==> config.mk <==
export PLATFORM = sky130hd
export DESIGN_NAME = pipe_ctrl
export DESIGN_NICKNAME = d
export VERILOG_FILES = /design/src/rtl/pipe_pkg.sv /design/src/rtl/ctrl_decode.sv /design/src/rtl/pipe_ctrl.sv
export SDC_FILE = /design/constraint.sdc
export NUM_CORES = 1
export LEC_CHECK = 0
export BUFFER_PORTS_ARGS = -buffer_cell sky130_fd_sc_hd__buf_2
export CAP_MARGIN = 20
export CORE_UTILIZATION = 45
export DETAILED_ROUTE_END_ITERATION = 7
export PLACE_DENSITY_LB_ADDON = 0.25
export SYNTH_ARGS = -nofsm -noshare
export SYNTH_HDL_FRONTEND = slang
export SYNTH_SLANG_ARGS = --single-unit
==> constraint.sdc <==
create_clock -name clk -period 2.25 [get_ports clk]
set_clock_uncertainty 0.2 [all_clocks]
set_input_delay 0.1125 -clock clk [delete_from_list [all_inputs] [get_ports clk]]
set_output_delay 0.1125 -clock clk [all_outputs]
set_load 0.02 [all_outputs]
==> src/rtl/pipe_pkg.sv <==
`default_nettype none
// ============================================================================
// Module  : pipe_pkg
// Brief   : Opcodes, ALUOp encodings and per-stage control bundles
// Revision: 1.0
// ============================================================================
package pipe_pkg;

    localparam int unsigned c_op_rtype = 0;
    localparam int unsigned c_op_addi  = 1;
    localparam int unsigned c_op_lw    = 2;
    localparam int unsigned c_op_sw    = 3;
    localparam int unsigned c_op_beq   = 4;
    localparam int unsigned c_op_jump  = 5;

    localparam logic [1:0] c_aluop_funct = 2'b00;
    localparam logic [1:0] c_aluop_add   = 2'b01;
    localparam logic [1:0] c_aluop_sub   = 2'b10;

    typedef struct packed {
        logic       regdst;
        logic       alusrc;
        logic       memtoreg;
        logic       regwrite;
        logic       memwrite;
        logic       branch;
        logic       jump;
        logic       extop;
        logic [1:0] aluop;
    } ctrl_t;

    typedef struct packed {
        logic       regdst;
        logic       alusrc;
        logic       extop;
        logic [1:0] aluop;
        logic       memwrite;
        logic       branch;
        logic       regwrite;
        logic       memtoreg;
    } ex_ctrl_t;

    typedef struct packed {
        logic memwrite;
        logic branch;
        logic regwrite;
        logic memtoreg;
    } mem_ctrl_t;

    typedef struct packed {
        logic regwrite;
        logic memtoreg;
    } wb_ctrl_t;

endpackage
`default_nettype wire

==> src/rtl/ctrl_decode.sv <==
`default_nettype none
// ============================================================================
// Module  : ctrl_decode
// Brief   : Combinational ID-stage opcode decoder; unknown/invalid -> bubble
// Revision: 1.0
// ============================================================================
module ctrl_decode
    import pipe_pkg::*;
#(
    parameter int OP_W = 6
) (
    input  logic            i_valid,
    input  logic [OP_W-1:0] i_op,
    output ctrl_t           o_ctrl,
    output logic            o_known
);

    always_comb begin
        o_ctrl  = '0;
        o_known = 1'b0;
        if (i_valid) begin
            o_known = 1'b1;
            case (i_op)
                OP_W'(c_op_rtype): begin
                    o_ctrl.regdst   = 1'b1;
                    o_ctrl.regwrite = 1'b1;
                    o_ctrl.aluop    = c_aluop_funct;
                end
                OP_W'(c_op_addi): begin
                    o_ctrl.alusrc   = 1'b1;
                    o_ctrl.regwrite = 1'b1;
                    o_ctrl.aluop    = c_aluop_add;
                end
                OP_W'(c_op_lw): begin
                    o_ctrl.alusrc   = 1'b1;
                    o_ctrl.memtoreg = 1'b1;
                    o_ctrl.regwrite = 1'b1;
                    o_ctrl.extop    = 1'b1;
                    o_ctrl.aluop    = c_aluop_add;
                end
                OP_W'(c_op_sw): begin
                    o_ctrl.alusrc   = 1'b1;
                    o_ctrl.memwrite = 1'b1;
                    o_ctrl.extop    = 1'b1;
                    o_ctrl.aluop    = c_aluop_add;
                end
                OP_W'(c_op_beq): begin
                    o_ctrl.branch   = 1'b1;
                    o_ctrl.aluop    = c_aluop_sub;
                end
                OP_W'(c_op_jump): begin
                    o_ctrl.jump     = 1'b1;
                end
                default: begin
                    o_known = 1'b0;
                end
            endcase
        end
    end

endmodule
`default_nettype wire

==> src/rtl/pipe_ctrl.sv <==
`default_nettype none
// ============================================================================
// Module  : pipe_ctrl
// Brief   : ID decode, load-use hazard detection and EX/MEM/WB control pipe
// Revision: 1.0
// ============================================================================
module pipe_ctrl
    import pipe_pkg::*;
#(
    parameter int OP_W    = 6,
    parameter int ALUOP_W = 2,
    parameter int REG_W   = 5
) (
    input  logic               clk,
    input  logic               rst_n,
    input  logic               id_valid,
    input  logic [OP_W-1:0]    id_op,
    input  logic [REG_W-1:0]   id_rs,
    input  logic [REG_W-1:0]   id_rt,
    input  logic [REG_W-1:0]   id_rd,
    input  logic               flush,
    output logic               id_jump,
    output logic               id_stall,
    output logic               id_illegal,
    output logic               ex_regdst,
    output logic               ex_alusrc,
    output logic               ex_extop,
    output logic [ALUOP_W-1:0] ex_aluop,
    output logic               mem_memwrite,
    output logic               mem_branch,
    output logic               wb_regwrite,
    output logic               wb_memtoreg,
    output logic [REG_W-1:0]   wb_dst
);

    ctrl_t            w_dec;
    logic             w_known;
    logic [REG_W-1:0] w_id_dst;
    logic             w_load_use;
    logic             w_pass;
    ex_ctrl_t         w_ex_next;
    logic [REG_W-1:0] w_ex_dst_next;

    ex_ctrl_t         r_ex;
    logic [REG_W-1:0] r_ex_dst;
    mem_ctrl_t        r_mem;
    logic [REG_W-1:0] r_mem_dst;
    wb_ctrl_t         r_wb;
    logic [REG_W-1:0] r_wb_dst;

    ctrl_decode #(
        .OP_W (OP_W)
    ) u_ctrl_decode (
        .i_valid (id_valid),
        .i_op    (id_op),
        .o_ctrl  (w_dec),
        .o_known (w_known)
    );

    assign id_jump    = w_dec.jump;
    assign id_illegal = id_valid & ~flush & ~w_known;
    assign w_id_dst   = w_dec.regdst ? id_rd : id_rt;

    // Only lw carries memtoreg, so it identifies a load sitting in EX.
    assign w_load_use = r_ex.memtoreg & r_ex.regwrite & (r_ex_dst != '0) &
                        ((r_ex_dst == id_rs) |
                         ((r_ex_dst == id_rt) & (w_dec.regdst | w_dec.branch)));
    assign id_stall   = rst_n & ~flush & id_valid & w_load_use;

    // Jumps redirect through id_jump only; nothing of them travels down the pipe.
    assign w_pass = w_known & ~w_dec.jump & ~id_stall & ~flush;

    always_comb begin
        w_ex_next     = '0;
        w_ex_dst_next = '0;
        if (w_pass) begin
            w_ex_next.regdst   = w_dec.regdst;
            w_ex_next.alusrc   = w_dec.alusrc;
            w_ex_next.extop    = w_dec.extop;
            w_ex_next.aluop    = w_dec.aluop;
            w_ex_next.memwrite = w_dec.memwrite;
            w_ex_next.branch   = w_dec.branch;
            w_ex_next.regwrite = w_dec.regwrite & (w_id_dst != '0);
            w_ex_next.memtoreg = w_dec.memtoreg;
            w_ex_dst_next      = w_id_dst;
        end
    end

    always_ff @(posedge clk) begin
        if (!rst_n) begin
            r_ex      <= '0;
            r_ex_dst  <= '0;
            r_mem     <= '0;
            r_mem_dst <= '0;
            r_wb      <= '0;
            r_wb_dst  <= '0;
        end else begin
            r_ex           <= w_ex_next;
            r_ex_dst       <= w_ex_dst_next;
            r_mem.memwrite <= r_ex.memwrite;
            r_mem.branch   <= r_ex.branch;
            r_mem.regwrite <= r_ex.regwrite;
            r_mem.memtoreg <= r_ex.memtoreg;
            r_mem_dst      <= r_ex_dst;
            r_wb.regwrite  <= r_mem.regwrite;
            r_wb.memtoreg  <= r_mem.memtoreg;
            r_wb_dst       <= r_mem_dst;
        end
    end

    assign ex_regdst    = r_ex.regdst;
    assign ex_alusrc    = r_ex.alusrc;
    assign ex_extop     = r_ex.extop;
    assign ex_aluop     = ALUOP_W'(r_ex.aluop);
    assign mem_memwrite = r_mem.memwrite;
    assign mem_branch   = r_mem.branch;
    assign wb_regwrite  = r_wb.regwrite;
    assign wb_memtoreg  = r_wb.memtoreg;
    assign wb_dst       = r_wb_dst;

endmodule
`default_nettype wire
==> results of run 1 <==
[stage by stage]
stage	instances	power (mW)	utilization, %	setup slack [ns]
final	207	1.05	68.2	0.105
after global routing	207	1.11	68.2	0.0178
after CTS	204	1.05	67.2	0.0347
after detailed placement	177	0.615	56.5	0.275
after global placement	177	0.613	56.5	0.317
after floorplan	111	0.578	-	0.455
[how the worst max path moves through the flow]
stage,to,depth (start not counted),from,slack (ns)
finish,r_ex[1],7,id_valid,0.10
floorplan,ex_regdst,6,r_ex_dst[0],0.46
CTS,id_stall,5,r_ex_dst[0],0.03
global placement,ex_extop,6,r_ex_dst[0],0.32
global route,id_stall,5,r_ex_dst[4],0.02
detailed placement,ex_alusrc,7,id_op[5],0.28
[cell families (layout without fill, tap and decap cells)]
| family | after synthesis | in the layout | synth area share (%) |
|---|---|---|---|
| compound gates | 4 | 4 | 3.57 |
| xor+xnor | 10 | 10 | 7.14 |
| buf+inv | 7 | 73 | 4.79 |
| flops | 30 | 30 | 48.9 |
| mux | 5 | 5 | 4.08 |
| simple gates | 55 | 55 | 31.5 |
[synth_stat cells]
| cell | number | area (um^2) |
|---|---|---|
| a21oi_4 | 1 | 16.3 |
| or4_1 | 2 | 15.0 |
| mux2i_1 | 5 | 50.1 |
| nand2_1 | 5 | 18.8 |
| nor2_1 | 2 | 7.51 |
| nor3b_1 | 1 | 7.51 |
| or3_1 | 1 | 6.26 |
| xnor2_1 | 5 | 43.8 |
| and2_1 | 16 | 100 |
| dlygate4sd1_1 | 1 | 8.76 |
| xor2_1 | 5 | 43.8 |
| a21boi_0 | 1 | 7.51 |
| nand4_1 | 2 | 12.5 |
| and2_2 | 1 | 7.51 |
| o21ai_0 | 1 | 5.00 |
| nor3_2 | 7 | 70.1 |
| nor4_1 | 4 | 25.0 |
| or4_4 | 1 | 11.3 |
| nand3_1 | 4 | 20.0 |
| buf_6 | 1 | 11.3 |
| nor3_1 | 2 | 10.0 |
| buf_8 | 1 | 15.0 |
| nor4_2 | 1 | 12.5 |
| o2111ai_2 | 1 | 15.0 |
| nor2_4 | 1 | 11.3 |
| and2b_1 | 1 | 7.51 |
| dfxtp_1 | 30 | 601 |
| clkbuf_1 | 1 | 3.75 |
| and4b_1 | 1 | 10.0 |
| buf_2 | 1 | 5.00 |
| nor3_4 | 1 | 16.3 |
| nor4b_1 | 2 | 17.5 |
| buf_4 | 2 | 15.0 |
[registers in the layout (all words and copies together), names as in the netlist, 2 cells and up]
register	count
ex_aluop	2
r_ex_dst	5
r_mem	2
r_ex	4
wb_dst	5
r_mem_dst	5
[power by group through the flow]
stage               logic [mW]  clock network (mW)  registers, mW
CTS                     0.0955               0.426          0.532
finish                  0.0972               0.416          0.532
detailed placement      0.0701                   0          0.545
global route             0.106               0.467          0.533
global placement        0.0683                   0          0.545
floorplan               0.0332                   0          0.545
[per-layer routing]
layer  part of all wire, %  vias up  global-route usage [%]
li1                      -      514                       -
met1                    41      481                    24.3
met2                    49       35                    31.7
met3                   6.1       11                    10.6
met4                   4.0        0                    12.0
met5                     0        -                       0
[timing repair]
action                                 CTS  global route
endpoints found under the hold margin   29             0
setup endpoints to repair                0             2
hold buffers                            19             0
gates resized for setup                  0             3
setup buffers                            0             3
[worst reg2reg max path: cells and delay by family (launching register included)]
kind | cells | cell delay, ns
DFF | 1 | 0.36
and+or+nand+nor | 2 | 0.86
buffers and inverters | 1 | 0.14
AOI/OAI and AO/OA | 2 | 0.30
[cell type report]
| type | instances | area [um^2] | area share (%) |
|---|---|---|---|
| sequential | 30 | 603 | 35.1 |
| timing repair buffer | 65 | 433 | 25.2 |
| tap | 30 | 37.5 | 2.18 |
| clock inverter | 3 | 40.0 | 2.33 |
| multi-input combinational | 74 | 569 | 33.1 |
| clock buffer | 5 | 37.5 | 2.18 |
[placed cells by master (no fill, tap or decap), drive strengths merged]
| cell type | Yosys | routed |
|---|---|---|
| clkinv | 0 | 2 |
| and2 | 17 | 17 |
| xor2 | 5 | 5 |
| a21oi | 1 | 1 |
| xnor2 | 5 | 5 |
| nor2 | 3 | 3 |
| or3 | 1 | 1 |
| and2b | 1 | 1 |
| and4b | 1 | 1 |
| mux2i | 5 | 5 |
| nand2 | 5 | 5 |
| bufinv | 0 | 1 |
| nand3 | 4 | 4 |
| a21boi | 1 | 1 |
| nor4b | 2 | 2 |
| dfxtp | 30 | 30 |
| o21ai | 1 | 1 |
| nor4 | 5 | 5 |
| dlygate4sd3 | 0 | 19 |
| buf | 5 | 46 |
| nand4 | 2 | 2 |
| o2111ai | 1 | 1 |
| clkbuf | 1 | 5 |
| nor3b | 1 | 1 |
| or4 | 3 | 3 |
| nor3 | 10 | 10 |
==> impl_metrics.env, run 1 <==
export IMPL_cp_arrival_ns=2.17
export IMPL_crit_path_max_fanout=7
export IMPL_cap_violations=0
export IMPL_grt_max_degree=18
export IMPL_syn_area_per_cell_um2=11.1
export IMPL_firstDrtPassIters=4
export IMPL_synth_area_um2=1230
export IMPL_p_sw_uw=232
export IMPL_detail_route_antenna_nets=0
export IMPL_clk_pin_slew_ns=0.10
export IMPL_hold_violations=0
export IMPL_grt_use_total_pct=21.2
export IMPL_cts_buffer_depth=2
export IMPL_first_global_vias=948
export IMPL_grt_ovfl_total=0
export IMPL_worstSetupPathType="in2reg"
export IMPL_fmax_mhz=466
export IMPL_synth_nets=136
export IMPL_holdPathStages=5
export IMPL_gp_congestion=0.836
export IMPL_grt_pass1_wl_mm=4.13
export IMPL_reg2regPathDepth=5
export IMPL_maxSlewHeadroom_pct=79.1
export IMPL_cp_slowest_cell="dlygate4sd3_1"
export IMPL_clkPwrFrac_pct=39.8
export IMPL_antenna_cells=0
export IMPL_ir_drop_uv=548
export IMPL_dpl_cell_area_um2=1430
export IMPL_antenna_found_initial=0
export IMPL_htreeDepth=2
export IMPL_synth_warnings=0
export IMPL_power_frac_seq_pct=50.9
export IMPL_crit_chain="dlygate4sd3_1 -> buf_2 -> and4b_2 -> or3_1 -> nand4_1 -> dlygate4sd3_1 -> nor4_1"
export IMPL_rsz0062_at_grt="false"
export IMPL_clk_latency_ns=0.34
export IMPL_drc=0
export IMPL_wl_per_cell_um=13.1
export IMPL_cp_slowest_stage_delay_ns=0.56
export IMPL_leakagePower_nw=0.741
export IMPL_tns_ns=0
export IMPL_end_kind="register"
export IMPL_layout_drive_gt1_share_pct=40.1
export IMPL_io_pins=42
export IMPL_place_hpwl_mm=1.69
export IMPL_design_area_um2=1720
export IMPL_crit_path_frequent_cell="dlygate4sd3_1"
export IMPL_cts_tree="yes"
export IMPL_synth_cell_types=33
export IMPL_cts_root_buf="clkbuf_4"
export IMPL_synthCells=111
export IMPL_critPathTopFamily="buffers and inverters"
export IMPL_p_int_uw=814
export IMPL_status="finished, final reports clean"
export IMPL_r2r_start="r_ex_dst[1]"
export IMPL_drt_total_wl_mm=2.71
export IMPL_rrSetupSlack_ns=0.27
export IMPL_start_util_pct=48.7
export IMPL_fin_nets=201
export IMPL_port_buffers=41
export IMPL_switching_share_pct=22.2
export IMPL_num_vias=1041
export IMPL_fp_dieW_um=54.2
export IMPL_critPathRequiredTime_ns=2.28
export IMPL_power_frac_comb_pct=9.3
export IMPL_worstMarginPinSlew_ns=0.312
export IMPL_hold_end="r_ex_dst[2]"
export IMPL_fin_crit_sh_pct=95.4
export IMPL_p_per_area_nw_per_um2=608
export IMPL_ys_seq_area_share_pct=48.9
export IMPL_core_um2=2520
export IMPL_hp_start="id_op[3]"
export IMPL_area_growth_pct=40.2
export IMPL_viasPerCell=5.03
export IMPL_hold_path_class="in2reg"
export IMPL_rows=18
export IMPL_setup_viol=0
export IMPL_drt_iter0_markers=7
export IMPL_cts_buffers=5
export IMPL_die_y_um=54.2
export IMPL_path_buf_inv=3
export IMPL_fill_cells=193
export IMPL_synth_seq_cells=30
export IMPL_fin_crit_ns=2.15
export IMPL_r2r_end="r_ex[2]"
export IMPL_clock_sinks=30
export IMPL_whs_ns=0.0918
export IMPL_die_area_um2=2940
export IMPL_worstSetupStartpointType="input port"
export IMPL_final_max_slew_violation_count=0
(Power assumes the default switching activity.)
==> inputs of run 2 (changes only) <==
--- a/config.mk
+++ b/config.mk
@@ -7,9 +7,12 @@
 export LEC_CHECK = 0
 export BUFFER_PORTS_ARGS = -buffer_cell sky130_fd_sc_hd__buf_2
 export CAP_MARGIN = 20
+export CORE_ASPECT_RATIO = 1.2
 export CORE_UTILIZATION = 45
 export DETAILED_ROUTE_END_ITERATION = 7
+export HOLD_SLACK_MARGIN = 0.08
 export PLACE_DENSITY_LB_ADDON = 0.25
 export SYNTH_ARGS = -nofsm -noshare
 export SYNTH_HDL_FRONTEND = slang
+export SYNTH_HIERARCHICAL = 1
 export SYNTH_SLANG_ARGS = --single-unit
==> run 2 against run 1 <==
  * Critical path depth increased by 8
  * Largest power group unchanged
  * Synthesized cell count increased by 1.8%
  * Count of clock-buffer cells in the layout increased by 2
  * Critical endpoint is now ex_aluop[1]
  * Worst setup slack got worse by 0.020 ns
  * Combinational power decreased by 5.2%
==> impl_metrics.env, run 2 <==
export IMPL_crit_chain="buf_2 -> or4b_4 -> nor4b_4 -> buf_4 -> buf_4 -> buf_4 -> buf_4 -> buf_4 -> buf_4 -> buf_4 -> buf_4 -> buf_4 -> buf_4 -> buf_4 -> and3_1"
export IMPL_io_pins=42
export IMPL_cp_arrival_ns=2.24
export IMPL_power_frac_seq_pct=56.4
export IMPL_clock_sinks=30
export IMPL_hp_start="id_op[1]"
export IMPL_cts_buffer_depth=2
export IMPL_antenna_found_initial=0
export IMPL_fin_crit_ns=2.17
export IMPL_p_sw_uw=209
export IMPL_clk_pin_slew_ns=0.09
export IMPL_drt_total_wl_mm=2.63
export IMPL_final_max_slew_violation_count=0
export IMPL_cts_buffers=5
export IMPL_htreeDepth=2
export IMPL_yosys_top_cells_area="dfxtp_1, and2_1, and3_1"
export IMPL_synth_cell_types=33
export IMPL_cts_tree="yes"
export IMPL_grt_ovfl_total=0
export IMPL_firstDrtPassIters=6
export IMPL_layout_common_cells="buf_2, dfxtp_1, dlygate4sd3_1"
export IMPL_drc=0
export IMPL_design_area_um2=1740
export IMPL_wl_per_cell_um=12.1
export IMPL_die_area_um2=2880
export IMPL_synth_nets=138
export IMPL_fin_nets=209
export IMPL_grt_max_degree=18
export IMPL_worstSetupStartpointType="input port"
export IMPL_detail_route_antenna_nets=0
export IMPL_worstMarginPinSlew_ns=0.450
export IMPL_synth_top_area_cell="dfxtp_1"
export IMPL_crit_path_frequent_cell="buf_4"
export IMPL_cp_slowest_stage_delay_ns=0.57
export IMPL_switching_share_pct=22.1
export IMPL_synth_edf_count=0
export IMPL_viasPerCell=4.85
export IMPL_critPathTopFamily="buffers and inverters"
export IMPL_first_global_vias=1011
export IMPL_path_buf_inv=12
export IMPL_p_per_area_nw_per_um2=541
export IMPL_port_buffers=41
export IMPL_synth_area_um2=1200
export IMPL_gp_congestion=0.853
export IMPL_synth_warnings=6
export IMPL_dpl_cell_area_um2=1420
export IMPL_fmax_mhz=462
export IMPL_fp_dieW_um=49.2
export IMPL_synth_most_common_cell="dfxtp_1"
export IMPL_final_util_pct=69.0
export IMPL_critPathRequiredTime_ns=2.33
export IMPL_fill_cells=199
export IMPL_area_growth_pct=45.1
export IMPL_r2r_start="r_ex_dst[1]"
export IMPL_yosys_most_used_dff="dfxtp_1"
export IMPL_clkPwrFrac_pct=33.8
export IMPL_final_common_cell="buf_2"
export IMPL_synthCells=113
export IMPL_maxSlewHeadroom_pct=69.8
export IMPL_cts_root_buf="clkbuf_4"
export IMPL_cp_slowest_cell="or4b_4"
export IMPL_place_hpwl_mm=1.68
export IMPL_antenna_cells=0
export IMPL_num_vias=1057
export IMPL_ys_seq_area_share_pct=50.0
export IMPL_cap_violations=0
export IMPL_power_frac_comb_pct=9.8
export IMPL_synth_seq_cells=30
export IMPL_p_int_uw=734
export IMPL_crit_path_max_fanout=3
export IMPL_syn_area_per_cell_um2=10.6
export IMPL_die_y_um=58.6
export IMPL_status="finished, final reports clean"
export IMPL_grt_use_total_pct=20.4
export IMPL_grt_pass1_wl_mm=4.26
export IMPL_tns_ns=0
export IMPL_synth_top_area_share_pct=50.0
export IMPL_worstSetupPathType="in2reg"
export IMPL_start_util_pct=47.5
export IMPL_async_flop_share_pct=0
export IMPL_core_um2=2530
export IMPL_leakagePower_nw=0.827
export IMPL_ir_drop_uv=377
export IMPL_end_kind="register"
export IMPL_synth_top_cells_by_count="dfxtp_1, and2_1, nor2_1"
export IMPL_drt_iter0_markers=18
export IMPL_layout_drive_gt1_share_pct=38.4
export IMPL_hold_violations=0
export IMPL_fin_crit_sh_pct=96.2
export IMPL_clk_latency_ns=0.32
export IMPL_setup_viol=0
export IMPL_rows=20
export IMPL_cp_startpoint="id_op[3]"
export IMPL_hold_path_class="in2reg"
==> run 2: cell types whose count changed after synthesis, moves of 2 or more <==
cell,before,now
and3_1,0,8
nor2_1,2,9
nor3_2,7,0
nand2_1,5,0
nand3_1,4,0
nor3_1,2,5
inv_1,0,2
nor2b_1,0,2
nor4_1,4,2
nor4b_1,2,0
==> run 2: power by group through the flow <==
| stage | registers, mW | clock network (mW) | logic (mW) |
|---|---|---|---|
| 2_1_floorplan | 0.544 | 0 | 0.0277 |
| 3_3_place_gp | 0.544 | 0 | 0.0623 |
| 3_5_place_dp | 0.544 | 0 | 0.0641 |
| 4_1_cts | 0.532 | 0.328 | 0.0882 |
| 5_1_grt | 0.532 | 0.355 | 0.100 |
| 6_report | 0.532 | 0.319 | 0.0921 |
==> run 2: area by class of cell <==
| cell class | instances | area, um^2 | area share [%] |
|---|---|---|---|
| Sequential cell | 30 | 601 | 34.5 |
| Multi-Input combinational cell | 74 | 561 | 32.2 |
| Inverter | 2 | 7.51 | 0.431 |
| Clock inverter | 1 | 5.00 | 0.287 |
| Clock buffer | 7 | 55.1 | 3.16 |
| Timing Repair Buffer | 71 | 473 | 27.1 |
| Tap cell | 33 | 41.3 | 2.37 |
==> run 2: stage by stage <==
stage | cells | power [mW] | hold WS (ns) | setup WS (ns)
floorplan | 113 | 0.572 | 0.0342 | 0.0331
global placement | 183 | 0.607 | 0.181 | -0.0206
detailed placement | 183 | 0.609 | 0.183 | -0.0108
CTS | 219 | 0.948 | 0.0853 | 0.000655
global route | 218 | 0.988 | 0.126 | -0.00845
finish | 218 | 0.943 | 0.102 | 0.0847
==> run 2: timing repair <==
item                                    CTS  global route
buffers inserted                         11             0
gates resized for setup                   2             2
endpoints found under the setup margin    1             3
pin swaps                                 1             1
hold buffers                             17             0
endpoints found under the hold margin    25             0
==> run 2: kinds of logic (layout without fill, tap and decap cells) <==
| family | after synthesis | count (layout) | synth area share (%) |
|---|---|---|---|
| flip-flops | 30 | 30 | 50.0 |
| XOR/XNOR | 10 | 10 | 7.29 |
| AND/OR/NAND/NOR | 52 | 52 | 28.4 |
| multiplexers | 5 | 5 | 4.17 |
| AO/OA/AOI/OAI | 7 | 7 | 5.00 |
| buffers and inverters | 9 | 81 | 5.10 |
==> run 2: worst reg2reg max path, cell delays in order, from the launching register on <==
cell and delay (ns):
dfxtp_1 0.36, or4_4 0.54, o2111ai_2 0.20, o21ai_1 0.19, nor2_1 0.17
==> run 2: path summary, 6_finish.rpt <==
| kind | slack, ns | to | cells past startpoint |
|---|---|---|---|
| min | 0.10 | ex_extop | 4 |
| max | 0.08 | ex_aluop[1] | 15 |
| min reg2reg | 0.24 | wb_dst[4] | 1 |
| max reg2reg | 0.53 | r_ex_dst[4] | 4 |
==> run 2: metal layers <==
metal,vias to the layer above,track usage [%],wire length (um)
met5,-,0,0
met4,0,11.8,69
met3,8,7.75,152
met2,43,36.6,1410
met1,480,20.1,1000
li1,526,-,-
==> inputs of run 3 (changes only) <==
--- a/config.mk
+++ b/config.mk
@@ -5,6 +5,7 @@
 export SDC_FILE = /design/constraint.sdc
 export NUM_CORES = 1
 export LEC_CHECK = 0
+export ABC_AREA = 1
 export BUFFER_PORTS_ARGS = -buffer_cell sky130_fd_sc_hd__buf_2
 export CAP_MARGIN = 20
 export CORE_ASPECT_RATIO = 1.2
==> run 3 against run 2 <==
  * Global-route usage rose by 0.37 points
  * Count of clock-buffer cells in the layout unchanged
  * Hold slack gained 0.081 ns
  * Sequential cell count unchanged
  * First-iteration DRC count increased by 50%
  * Wire length rose by 13%
  * Core utilization decreased by 2.4 points
  * Critical endpoint is now r_ex[3]
  * Power fell by 2.5%
  * Worst setup slack worse by 0.023 ns
  * Cell count grew 39%
  * Fmax shrank 1.0%
  * Sequential share of layout area fell by 2.4 points
==> impl_metrics.env, run 3 <==
export IMPL_layout_drive_gt1_share_pct=22.6
export IMPL_synthCells=201
export IMPL_fin_crit_ns=2.19
export IMPL_cts_root_buf="clkbuf_4"
export IMPL_grt_use_total_pct=20.8
export IMPL_htreeDepth=2
export IMPL_multiInputGateArea_um2=507
export IMPL_drc=0
export IMPL_synth_most_common_cell="nand2_1"
export IMPL_synth_top_area_share_pct=45.0
export IMPL_crit_chain="dlygate4sd3_1 -> buf_4 -> nand2_1 -> dlygate4sd3_1 -> nor2_1 -> dlygate4sd3_1 -> inv_1 -> nor2_2"
export IMPL_synth_warnings=6
export IMPL_setup_slack_ns=0.0617
export IMPL_syn_area_per_cell_um2=6.64
export IMPL_fin_crit_sh_pct=97.3
export IMPL_area_growth_pct=40.2
export IMPL_drt_total_wl_mm=2.97
export IMPL_ir_drop_uv=378
export IMPL_firstDrtPassIters=4
export IMPL_die_area_um2=3190
export IMPL_num_vias=1307
export IMPL_rsz0062_at_grt="true"
export IMPL_fp_dieW_um=51.7
export IMPL_synth_edf_count=0
export IMPL_status="finished, final reports clean"
export IMPL_final_common_cell="nand2_1"
export IMPL_finalPower_uw=919
export IMPL_switching_share_pct=23.2
export IMPL_cts_buffer_depth=2
export IMPL_cp_startpoint="id_op[1]"
export IMPL_clock_sinks=30
export IMPL_yosys_most_used_dff="dfxtp_1"
export IMPL_clk_pin_slew_ns=0.08
export IMPL_dpl_cell_area_um2=1540
export IMPL_fin_nets=295
export IMPL_first_global_vias=1218
export IMPL_power_frac_seq_pct=57.8
export IMPL_clk_latency_ns=0.32
export IMPL_critPathTopFamily="buffers and inverters"
export IMPL_start_util_pct=47.4
export IMPL_synth_top_area_cell="dfxtp_1"
export IMPL_fmax_mhz=457
export IMPL_wl_per_cell_um=9.77
export IMPL_rows=21
export IMPL_core_um2=2810
export IMPL_place_hpwl_mm=1.92
export IMPL_hold_violations=0
export IMPL_path_buf_inv=5
export IMPL_fill_cells=248
export IMPL_setup_viol=0
export IMPL_synth_cell_types=21
export IMPL_cp_slowest_stage_delay_ns=0.56
export IMPL_power_frac_comb_pct=12.1
export IMPL_worstSetupPathType="in2reg"
export IMPL_pre_cts_ws_ns=0.533
export IMPL_grt_max_degree=18
export IMPL_die_y_um=61.6
export IMPL_p_per_area_nw_per_um2=491
export IMPL_clkPwrFrac_pct=30.1
export IMPL_worstSetupStartpointType="input port"
export IMPL_crit_path_frequent_cell="dlygate4sd3_1"
export IMPL_grt_pass1_wl_mm=4.70
export IMPL_detail_route_antenna_nets=0
export IMPL_worstMarginPinSlew_ns=0.281
export IMPL_synth_seq_cells=30
export IMPL_hold_path_class="in2reg"
export IMPL_port_buffers=41
export IMPL_antenna_cells=0
export IMPL_cts_tree="yes"
export IMPL_grt_ovfl_total=0
export IMPL_final_max_slew_violation_count=0
export IMPL_synth_nets=226
export IMPL_critPathRequiredTime_ns=2.30
export IMPL_cp_arrival_ns=2.24
export IMPL_drt_iter0_markers=27
export IMPL_yosys_top_cells_area="dfxtp_1, nand2_1, inv_1"
export IMPL_regArea_um2=601
export IMPL_antenna_found_initial=0
export IMPL_maxSlewHeadroom_pct=81.3
export IMPL_layout_common_cells="nand2_1, inv_1, buf_2"
export IMPL_p_sw_uw=214
export IMPL_design_area_um2=1870
export IMPL_io_pins=42
export IMPL_viasPerCell=4.30
export IMPL_cp_slowest_cell="dlygate4sd3_1"
export IMPL_ys_seq_area_share_pct=45.0
export IMPL_gp_congestion=0.808
export IMPL_hp_start="id_rt[4]"
export IMPL_end_kind="register"
export IMPL_synth_area_um2=1330
export IMPL_async_flop_share_pct=0
export IMPL_cts_buffers=5
export IMPL_leakagePower_nw=1.07
export IMPL_r2r_start="r_ex_dst[1]"
export IMPL_synth_top_cells_by_count="nand2_1, inv_1, nor2_1"
export IMPL_p_int_uw=706
export IMPL_crit_path_max_fanout=6
export IMPL_cap_violations=0
==> run 3: changes by cell type in the layout (fill, tap and decap cells not counted), sizes merged, moves of 8 or more <==
| cell | delta |
|---|---|
| and2 | -16 |
| buf | -11 |
| dlygate4sd3 | +8 |
| inv | +47 |
| nand2 | +59 |
| nor2 | +26 |
==> run 3: timing repair <==
item	4_1_cts	5_1_grt
endpoints found under the hold margin	30	0
setup buffers	0	1
gates resized for setup	0	8
endpoints found under the setup margin	0	6
hold buffers	26	0
==> run 3: per-layer routing <==
| metal | wire length, um | up-vias | track usage (%) |
|---|---|---|---|
| met4 | 40 | 0 | 9.27 |
| met5 | 0 | - | 0 |
| li1 | - | 705 | - |
| met2 | 1660 | 34 | 42.3 |
| met3 | 131 | 5 | 6.42 |
| met1 | 1140 | 563 | 18.5 |
==> run 3: worst min-delay path, cell delays in order <==
cell     delay (ns)
buf_2          0.08
inv_1          0.05
nand2_1        0.06
o21ai_0        0.09
nand3_1        0.09
o21ai_0        0.07
nor2_1         0.10
==> run 3: power by group through the flow <==
stage | clock network (mW) | logic [mW] | registers, mW
floorplan | 0 | 0.0419 | 0.544
global placement | 0 | 0.0777 | 0.544
detailed placement | 0 | 0.0781 | 0.544
CTS | 0.284 | 0.105 | 0.532
global route | 0.317 | 0.123 | 0.532
finish | 0.276 | 0.111 | 0.532
==> run 3: kinds of logic after synthesis <==
logic type	count (synthesis)	synth area share, %
DFF	30	45.0
xor gates and xnor gates	1	0.657
and+or+nand+nor	105	33.2
AOI/OAI and AO/OA	8	3.00
buffers and inverters	57	18.1
==> run 3: cell type report <==
cell class                 count  area share, %
sequential                    30           32.1
multi-input combinational    114           27.1
timing repair buffer          69           26.1
inverter                      50           10.0
clock buffer                   7           2.41
tap                           34           2.27
==> run 3: worst paths after layout <==
| path | to | slack [ns] | cells past startpoint |
|---|---|---|---|
| worst max register to register | r_ex[2] | 0.68 | 9 |
| worst min register to register | wb_regwrite | 0.21 | 2 |
| worst min-delay path | r_ex[1] | 0.18 | 7 |
| worst max-delay path | r_ex[3] | 0.06 | 8 |
==> run 3: per-stage QoR <==
step | utilization, % | hold slack [ns] | cells | TNS, ns
after global routing | 66.5 | 0.234 | 304 | -0.0154
final | 66.5 | 0.183 | 304 | 0
after floorplan | - | 0.0477 | 201 | 0
after global placement | 54.6 | 0.193 | 270 | 0
after CTS | 65.5 | 0.158 | 303 | 0
after detailed placement | 54.6 | 0.197 | 270 | 0
